<file path="src/rtl/multicycle_control_if.sv">
// Control bundle between the multi-cycle controller and the datapath/memory side.
// The controller uses the master view; the datapath (or a bench) uses the slave view.
interface multicycle_control_if;
  logic [15:0] input_instr;
  logic        input_MemReady;
  logic        input_Zero;
  logic        input_Negative;

  logic        output_PCWrite;
  logic        output_IRWrite;
  logic        output_IorD;
  logic        output_MemRead;
  logic        output_MemWrite;
  logic        output_RegWrite;
  logic        output_MemtoReg;
  logic [1:0]  output_ALUSrcA;
  logic [1:0]  output_ALUSrcB;
  logic [3:0]  output_ALUOp;
  logic        output_PCSrc;
  logic [3:0]  output_state;
  logic [15:0] output_retired;
  logic        output_halted;
  logic        output_illegal;

  modport master (
    input  input_instr, input_MemReady, input_Zero, input_Negative,
    output output_PCWrite, output_IRWrite, output_IorD, output_MemRead,
           output_MemWrite, output_RegWrite, output_MemtoReg, output_ALUSrcA,
           output_ALUSrcB, output_ALUOp, output_PCSrc, output_state,
           output_retired, output_halted, output_illegal
  );

  modport slave (
    output input_instr, input_MemReady, input_Zero, input_Negative,
    input  output_PCWrite, output_IRWrite, output_IorD, output_MemRead,
           output_MemWrite, output_RegWrite, output_MemtoReg, output_ALUSrcA,
           output_ALUSrcB, output_ALUOp, output_PCSrc, output_state,
           output_retired, output_halted, output_illegal
  );
endinterface

</file>
<file path="src/rtl/multicycle_control.sv">
// Control FSM of the 16-bit multi-cycle processor: sequences fetch/decode/execute/
// memory/writeback, drives the calculation-stage selects and counts retired instructions.
module multicycle_control #(
  parameter logic [3:0] ALUOP_ADD   = 4'h0,
  parameter logic [3:0] ALUOP_SUB   = 4'h1,
  parameter logic [3:0] ALUOP_PASSA = 4'hF
) (
  input  logic                 clk,
  input  logic                 reset,
  multicycle_control_if.master bus
);

  typedef enum logic [3:0] {
    S_INIT   = 4'd0,
    S_FETCH  = 4'd1,
    S_DECODE = 4'd2,
    S_EXEC_R = 4'd3,
    S_EXEC_I = 4'd4,
    S_ADDR   = 4'd5,
    S_MEM_RD = 4'd6,
    S_MEM_WR = 4'd7,
    S_WB_ALU = 4'd8,
    S_WB_MEM = 4'd9,
    S_BRANCH = 4'd10,
    S_JUMP   = 4'd11,
    S_HALT   = 4'd12
  } state_e;

  typedef enum logic [3:0] {
    OP_RTYPE = 4'd0,
    OP_ADDI  = 4'd1,
    OP_LW    = 4'd2,
    OP_SW    = 4'd3,
    OP_BEQ   = 4'd4,
    OP_BLT   = 4'd5,
    OP_JUMP  = 4'd6,
    OP_HALT  = 4'd7
  } opcode_e;

  state_e      state_q, state_d;
  logic [15:0] retired_q, retired_d;

  logic [3:0]  opcode;
  logic [3:0]  funct;
  logic        retire;

  logic        pc_write, ir_write, i_or_d, mem_read, mem_write;
  logic        reg_write, mem_to_reg, pc_src, halted, illegal;
  logic [1:0]  alu_src_a, alu_src_b;
  logic [3:0]  alu_op;

  assign opcode = bus.input_instr[15:12];
  assign funct  = bus.input_instr[3:0];

  // Immediate bits belong to the datapath; only opcode and funct steer control.
  logic unused_instr;
  assign unused_instr = &{1'b0, bus.input_instr[11:4]};

  // NOTE: every always_comb output is defaulted first so no path leaves a latch.
  always_comb begin
    state_d    = state_q;
    retire     = 1'b0;
    pc_write   = 1'b0;
    ir_write   = 1'b0;
    i_or_d     = 1'b0;
    mem_read   = 1'b0;
    mem_write  = 1'b0;
    reg_write  = 1'b0;
    mem_to_reg = 1'b0;
    pc_src     = 1'b0;
    halted     = 1'b0;
    illegal    = 1'b0;
    alu_src_a  = 2'd0;
    alu_src_b  = 2'd0;
    alu_op     = ALUOP_ADD;

    unique case (state_q)
      S_INIT: state_d = S_FETCH;

      S_FETCH: begin
        mem_read  = 1'b1;
        alu_src_b = 2'd1;
        ir_write  = bus.input_MemReady;
        pc_write  = bus.input_MemReady;
        if (bus.input_MemReady) state_d = S_DECODE;
      end

      S_DECODE: begin
        // Speculatively compute the branch target into ALUOut.
        alu_src_b = 2'd2;
        unique case (opcode)
          OP_RTYPE:      state_d = S_EXEC_R;
          OP_ADDI:       state_d = S_EXEC_I;
          OP_LW, OP_SW:  state_d = S_ADDR;
          OP_BEQ, OP_BLT: state_d = S_BRANCH;
          OP_JUMP:       state_d = S_JUMP;
          OP_HALT: begin
            state_d = S_HALT;
            retire  = 1'b1;
          end
          default: begin
            state_d = S_FETCH;
            illegal = 1'b1;
          end
        endcase
      end

      S_EXEC_R: begin
        alu_src_a = 2'd2;
        alu_op    = funct;
        state_d   = S_WB_ALU;
      end

      S_EXEC_I: begin
        alu_src_a = 2'd2;
        alu_src_b = 2'd2;
        state_d   = S_WB_ALU;
      end

      S_ADDR: begin
        alu_src_a = 2'd2;
        alu_src_b = 2'd2;
        state_d   = (opcode == OP_SW) ? S_MEM_WR : S_MEM_RD;
      end

      S_MEM_RD: begin
        i_or_d   = 1'b1;
        mem_read = 1'b1;
        if (bus.input_MemReady) state_d = S_WB_MEM;
      end

      S_MEM_WR: begin
        i_or_d    = 1'b1;
        mem_write = 1'b1;
        if (bus.input_MemReady) begin
          state_d = S_FETCH;
          retire  = 1'b1;
        end
      end

      S_WB_ALU: begin
        reg_write = 1'b1;
        state_d   = S_FETCH;
        retire    = 1'b1;
      end

      S_WB_MEM: begin
        reg_write  = 1'b1;
        mem_to_reg = 1'b1;
        state_d    = S_FETCH;
        retire     = 1'b1;
      end

      S_BRANCH: begin
        // Mealy: the flags of this cycle's compare decide the PC load.
        alu_src_a = 2'd2;
        alu_op    = ALUOP_SUB;
        pc_src    = 1'b1;
        pc_write  = (opcode == OP_BLT) ? bus.input_Negative : bus.input_Zero;
        state_d   = S_FETCH;
        retire    = 1'b1;
      end

      S_JUMP: begin
        alu_src_a = 2'd3;
        alu_op    = ALUOP_PASSA;
        pc_write  = 1'b1;
        state_d   = S_FETCH;
        retire    = 1'b1;
      end

      S_HALT: halted = 1'b1;

      default: state_d = S_INIT;
    endcase

    retired_d = retire ? retired_q + 16'd1 : retired_q;
  end

  // NOTE: state registers use non-blocking assignments so all flops update together.
  always_ff @(posedge clk or negedge reset) begin
    if (!reset) begin
      state_q   <= S_INIT;
      retired_q <= 16'd0;
    end else begin
      state_q   <= state_d;
      retired_q <= retired_d;
    end
  end

  assign bus.output_PCWrite  = pc_write;
  assign bus.output_IRWrite  = ir_write;
  assign bus.output_IorD     = i_or_d;
  assign bus.output_MemRead  = mem_read;
  assign bus.output_MemWrite = mem_write;
  assign bus.output_RegWrite = reg_write;
  assign bus.output_MemtoReg = mem_to_reg;
  assign bus.output_ALUSrcA  = alu_src_a;
  assign bus.output_ALUSrcB  = alu_src_b;
  assign bus.output_ALUOp    = alu_op;
  assign bus.output_PCSrc    = pc_src;
  assign bus.output_state    = state_q;
  assign bus.output_retired  = retired_q;
  assign bus.output_halted   = halted;
  assign bus.output_illegal  = illegal;

endmodule

</file>
<file path="src/flat_wrapper.sv">
// flat-port wrapper written by rule: the top's interface ports become plain ports
module multicycle_control_flat 
#(
  parameter logic [3:0] ALUOP_ADD   = 4'h0,
  parameter logic [3:0] ALUOP_SUB   = 4'h1,
  parameter logic [3:0] ALUOP_PASSA = 4'hF
)
  (clk, reset, bus_input_instr, bus_input_MemReady, bus_input_Zero, bus_input_Negative, bus_output_PCWrite, bus_output_IRWrite, bus_output_IorD, bus_output_MemRead, bus_output_MemWrite, bus_output_RegWrite, bus_output_MemtoReg, bus_output_ALUSrcA, bus_output_ALUSrcB, bus_output_ALUOp, bus_output_PCSrc, bus_output_state, bus_output_retired, bus_output_halted, bus_output_illegal);
  multicycle_control_if bus_i ();
  input  logic clk;
  input  logic reset;
  input wire logic [$bits(bus_i.input_instr)-1:0] bus_input_instr;
  input wire logic [$bits(bus_i.input_MemReady)-1:0] bus_input_MemReady;
  input wire logic [$bits(bus_i.input_Zero)-1:0] bus_input_Zero;
  input wire logic [$bits(bus_i.input_Negative)-1:0] bus_input_Negative;
  output wire logic [$bits(bus_i.output_PCWrite)-1:0] bus_output_PCWrite;
  output wire logic [$bits(bus_i.output_IRWrite)-1:0] bus_output_IRWrite;
  output wire logic [$bits(bus_i.output_IorD)-1:0] bus_output_IorD;
  output wire logic [$bits(bus_i.output_MemRead)-1:0] bus_output_MemRead;
  output wire logic [$bits(bus_i.output_MemWrite)-1:0] bus_output_MemWrite;
  output wire logic [$bits(bus_i.output_RegWrite)-1:0] bus_output_RegWrite;
  output wire logic [$bits(bus_i.output_MemtoReg)-1:0] bus_output_MemtoReg;
  output wire logic [$bits(bus_i.output_ALUSrcA)-1:0] bus_output_ALUSrcA;
  output wire logic [$bits(bus_i.output_ALUSrcB)-1:0] bus_output_ALUSrcB;
  output wire logic [$bits(bus_i.output_ALUOp)-1:0] bus_output_ALUOp;
  output wire logic [$bits(bus_i.output_PCSrc)-1:0] bus_output_PCSrc;
  output wire logic [$bits(bus_i.output_state)-1:0] bus_output_state;
  output wire logic [$bits(bus_i.output_retired)-1:0] bus_output_retired;
  output wire logic [$bits(bus_i.output_halted)-1:0] bus_output_halted;
  output wire logic [$bits(bus_i.output_illegal)-1:0] bus_output_illegal;
  assign bus_i.input_instr = bus_input_instr;
  assign bus_i.input_MemReady = bus_input_MemReady;
  assign bus_i.input_Zero = bus_input_Zero;
  assign bus_i.input_Negative = bus_input_Negative;
  assign bus_output_PCWrite = bus_i.output_PCWrite;
  assign bus_output_IRWrite = bus_i.output_IRWrite;
  assign bus_output_IorD = bus_i.output_IorD;
  assign bus_output_MemRead = bus_i.output_MemRead;
  assign bus_output_MemWrite = bus_i.output_MemWrite;
  assign bus_output_RegWrite = bus_i.output_RegWrite;
  assign bus_output_MemtoReg = bus_i.output_MemtoReg;
  assign bus_output_ALUSrcA = bus_i.output_ALUSrcA;
  assign bus_output_ALUSrcB = bus_i.output_ALUSrcB;
  assign bus_output_ALUOp = bus_i.output_ALUOp;
  assign bus_output_PCSrc = bus_i.output_PCSrc;
  assign bus_output_state = bus_i.output_state;
  assign bus_output_retired = bus_i.output_retired;
  assign bus_output_halted = bus_i.output_halted;
  assign bus_output_illegal = bus_i.output_illegal;
  multicycle_control #(.ALUOP_ADD(ALUOP_ADD), .ALUOP_SUB(ALUOP_SUB), .ALUOP_PASSA(ALUOP_PASSA)) u_core (.clk(clk), .reset(reset), .bus(bus_i));
endmodule
</file>
<file path="config.mk">
export PLATFORM = sky130hd
export DESIGN_NAME = multicycle_control_flat
export DESIGN_NICKNAME = d
export VERILOG_FILES = /design/src/rtl/multicycle_control_if.sv /design/src/rtl/multicycle_control.sv /design/src/flat_wrapper.sv
export SDC_FILE = /design/constraint.sdc
export NUM_CORES = 1
export LEC_CHECK = 0
export CORE_UTILIZATION = 60
export CTS_CLUSTER_SIZE = 10
export DETAILED_ROUTE_END_ITERATION = 8
export DONT_BUFFER_PORTS = 1
export PLACE_DENSITY = 0.88
export SYNTH_ARGS = -nofsm -noshare
export SYNTH_HDL_FRONTEND = slang
export SYNTH_SLANG_ARGS = --single-unit
</file>
<file path="constraint.sdc">
create_clock -name clk -period 2.2 [get_ports clk]
set_clock_uncertainty 0.1 [all_clocks]
set_input_delay 0.44 -clock clk [delete_from_list [all_inputs] [get_ports clk]]
set_output_delay 0.44 -clock clk [all_outputs]
set_load 0.01 [all_outputs]
</file>
==> qor.txt <==
Setup-failing EPs final - 0
core area - 2002 sq um
Compound-Gate Fraction of Synth Area - 11.81%
Chip Width - 48.41 um
Longest Clk Path Bufs - 2
Power Total - 1.612 mW
Slew Viols, Final - 0
Async S/R FF share, synth - 100.0%
max-cap violations - 0
DRC errors left - 0
final period utilization - 95.52%
Mapped Cells - 149
Starting Density - 64.56%
drt wl/cell - 14.65 um
postcts setup bufs - 0
main combinational cell family by area after synthesis - simple AND/OR/NAND/NOR gates
H-tree level count - 1
Max-slew headroom - 41.66%
Worst setup endpoint - bus_output_ALUSrcB[1]
total grt overflow - 0
power density over cell area - 1139 nW/um^2
IO Pins - 59
Setup crit start - u_core.bus.output_state[2]$_DFFE_PN0P_
reg2reg setup slack - 0.17 ns
min Tclk post-route - 2.101 ns
Hold Crit Depth - 2
# fillers - 163
clk_lat worst skew - 0.31 ns
status - finished, final reports clean
GP Congestion - 0.7968
Detailed Route Iter0 Violations - 16
antenna-violating nets left - 0
EDFF count, synth - 0
CTS tree - built
post-synthesis sequential area ratio - 38.72%
largest cells by area after synthesis - dfrtp_1 39%, xnor2_1 8.1%, nor2_1 7.0%
Worst EP arrival - 1.56 ns
Hold Path Class - in -> reg
Worst Path Max Fanout - 9
Max Clk Rate - 475.9 MHz
Max VDD drop - 0.7537 mV
FF-to-FF Start - u_core.bus.output_state[0]$_DFFE_PN0P_
cell count after placement - 177
kind of critical path - reg -> out
CTS sink count - 20
mean post-synth cell area - 8.674 sq um
Slew @ Worst Pin - 0.8722 ns
share of the synthesized area in the top cell type - 38.72%
Worst-path clk slew - 0.12 ns
#FFs+latches synth - 20
R2R depth - 6
Synth-to-Final Area Change - 9.487%
post-synthesis adder-cell area fraction - 2.517%
Total Wirelength - 2666 um
count leader, synth - nor2_1
fin cells - 182
xor/xnor share of the synthesized area - 10.84%
Setup crit end kind - primary output
Syn. warnings - 0
mux cell area share after synthesis - 0.7744%
DR pass1 iterations - 4
Syn Nets - 171
Via Count - 1081
Post-synth top flop - dfrtp_1
Leakage - 0.6286 nW
Synth area leader - dfrtp_1
RR Endpoint - u_core.bus.output_retired[10]$_DFFE_PN0P_
clock root cell - clkbuf_4
synth unique cells - 37
GRT Total Usage - 25.71%
first-pass GRT wire length - 4719 um
layout cells sized above 1 - 14.19%
Syn Std Cell Area - 1292 sq um
critical path required time - 1.66 ns
Fin. Hold Viols - 0
largest net degree at the start of global routing - 21
Die Area - 2344 sq um
Startpoint Class - flip-flop
port bufs - 0
chip height - 48.41 um
DP HPWL - 2032 um
final core utilization - 70.69%
cell row count - 16
vias in the first global route - 1081
initial antenna violation count - 0
simple logic cell fraction of the synthesized area - 29.62%
Nets - 178
cts bufs inserted - 3
synth cell count leaders - 24 x nor2_1, 20 x dfrtp_1, 15 x nand2_1, 12 x xnor2_1, 8 x inv_1
RSZ-0062 raised after global routing - true
ant diodes - 0
Vias/cell - 5.940
-- metrics by stage --
step | setup WS (ns) | hold slack, ns | TNS, ns | cell area (sq um)
6_report | 0.09851 | 0.2655 | 0 | 1415
4_1_cts | 0.02794 | 0.2685 | 0 | 1404
2_1_floorplan | 0.2559 | 0.04441 | 0 | 1292
3_5_place_dp | 0.1859 | 0.04464 | 0 | 1358
3_3_place_gp | 0.2344 | 0.04474 | 0 | 1358
5_1_grt | -0.03944 | 0.2883 | -0.1058 | 1415
-- per-layer routing --
| metal | GRT usage, % | vias up | share of wire [%] |
|---|---|---|---|
| met5 | 0 | - | 0 |
| met4 | 11.27 | 0 | 1.5 |
| met3 | 7.233 | 7 | 5.8 |
| met2 | 43.43 | 41 | 51 |
| met1 | 30.63 | 508 | 42 |
| li1 | - | 525 | - |
-- worst max-delay path, cell delays in order (launching register included) --
cell and delay, ns:
dfrtp_2 0.49, buf_4 0.18, inv_1 0.17, nand2_1 0.10, nor2_1 0.09, a21oi_1 0.05, nor2_1 0.18
-- kinds of logic (layout without fill, tap and decap cells) --
group / count (synthesis) / count (layout)
adders and majority gates: 3 / 3
muxes: 1 / 1
buffers and inverters: 17 / 23
xor gates and xnor gates: 16 / 16
and+or+nand+nor: 71 / 71
AOI/OAI and AO/OA: 21 / 21
DFF: 20 / 20
-- power by group --
part,internal [mW],switching [mW]
registers,0.446,0.131
logic,0.306,0.513
clock network,0.101,0.116
-- registers in the layout, indices dropped and copies added (netlist names) --
| register | count |
|---|---|
| u_core.bus.output_retired | 16 |
| u_core.bus.output_state | 4 |
-- worst min-delay path by stage --
stage                     slack (ns)                                   endpoint                from
after CTS                       0.27     u_core.bus.output_state[1]$_DFFE_PN0P_  bus_input_MemReady
after global placement          0.04  u_core.bus.output_retired[15]$_DFFE_PN0P_               reset
after detailed placement        0.04     u_core.bus.output_state[3]$_DFFE_PN0P_               reset
after floorplan                 0.04   u_core.bus.output_retired[0]$_DFFE_PN0P_               reset
final                           0.27     u_core.bus.output_state[1]$_DFFE_PN0P_  bus_input_MemReady
after global routing            0.29     u_core.bus.output_state[3]$_DFFE_PN0P_  bus_input_MemReady
-- layout make-up --
cell class	count	area, sq um	share of cell area [%]
multi-input combinational	112	723.2	51.11
sequential	20	503.0	35.54
timing repair buffer	11	85.08	6.012
clock buffer	4	36.28	2.564
inverter	8	33.78	2.387
tap	27	33.78	2.387
-- placed cells by master (no fill, tap or decap), types with 3 or more instances in the layout --
cell | Yosys | layout
o21ai_0 | 3 | 3
clkbuf_4 | 0 | 3
a21oi_1 | 7 | 7
buf_4 | 0 | 10
and2_1 | 4 | 4
nand2b_1 | 3 | 3
and3_1 | 5 | 5
dfrtp_1 | 20 | 18
nand2_1 | 15 | 15
inv_1 | 8 | 7
nand3_1 | 7 | 7
xnor2_1 | 12 | 12
nor2_1 | 24 | 24
xor2_1 | 4 | 4
nand4_1 | 3 | 3
-- what timing repair did --
action,CTS,global route
hold buffers,1,0
setup endpoints to repair,0,7
gates resized for setup,0,4
endpoints found under the hold margin,20,0
No activity file was read; power rests on OpenSTA's default activity.
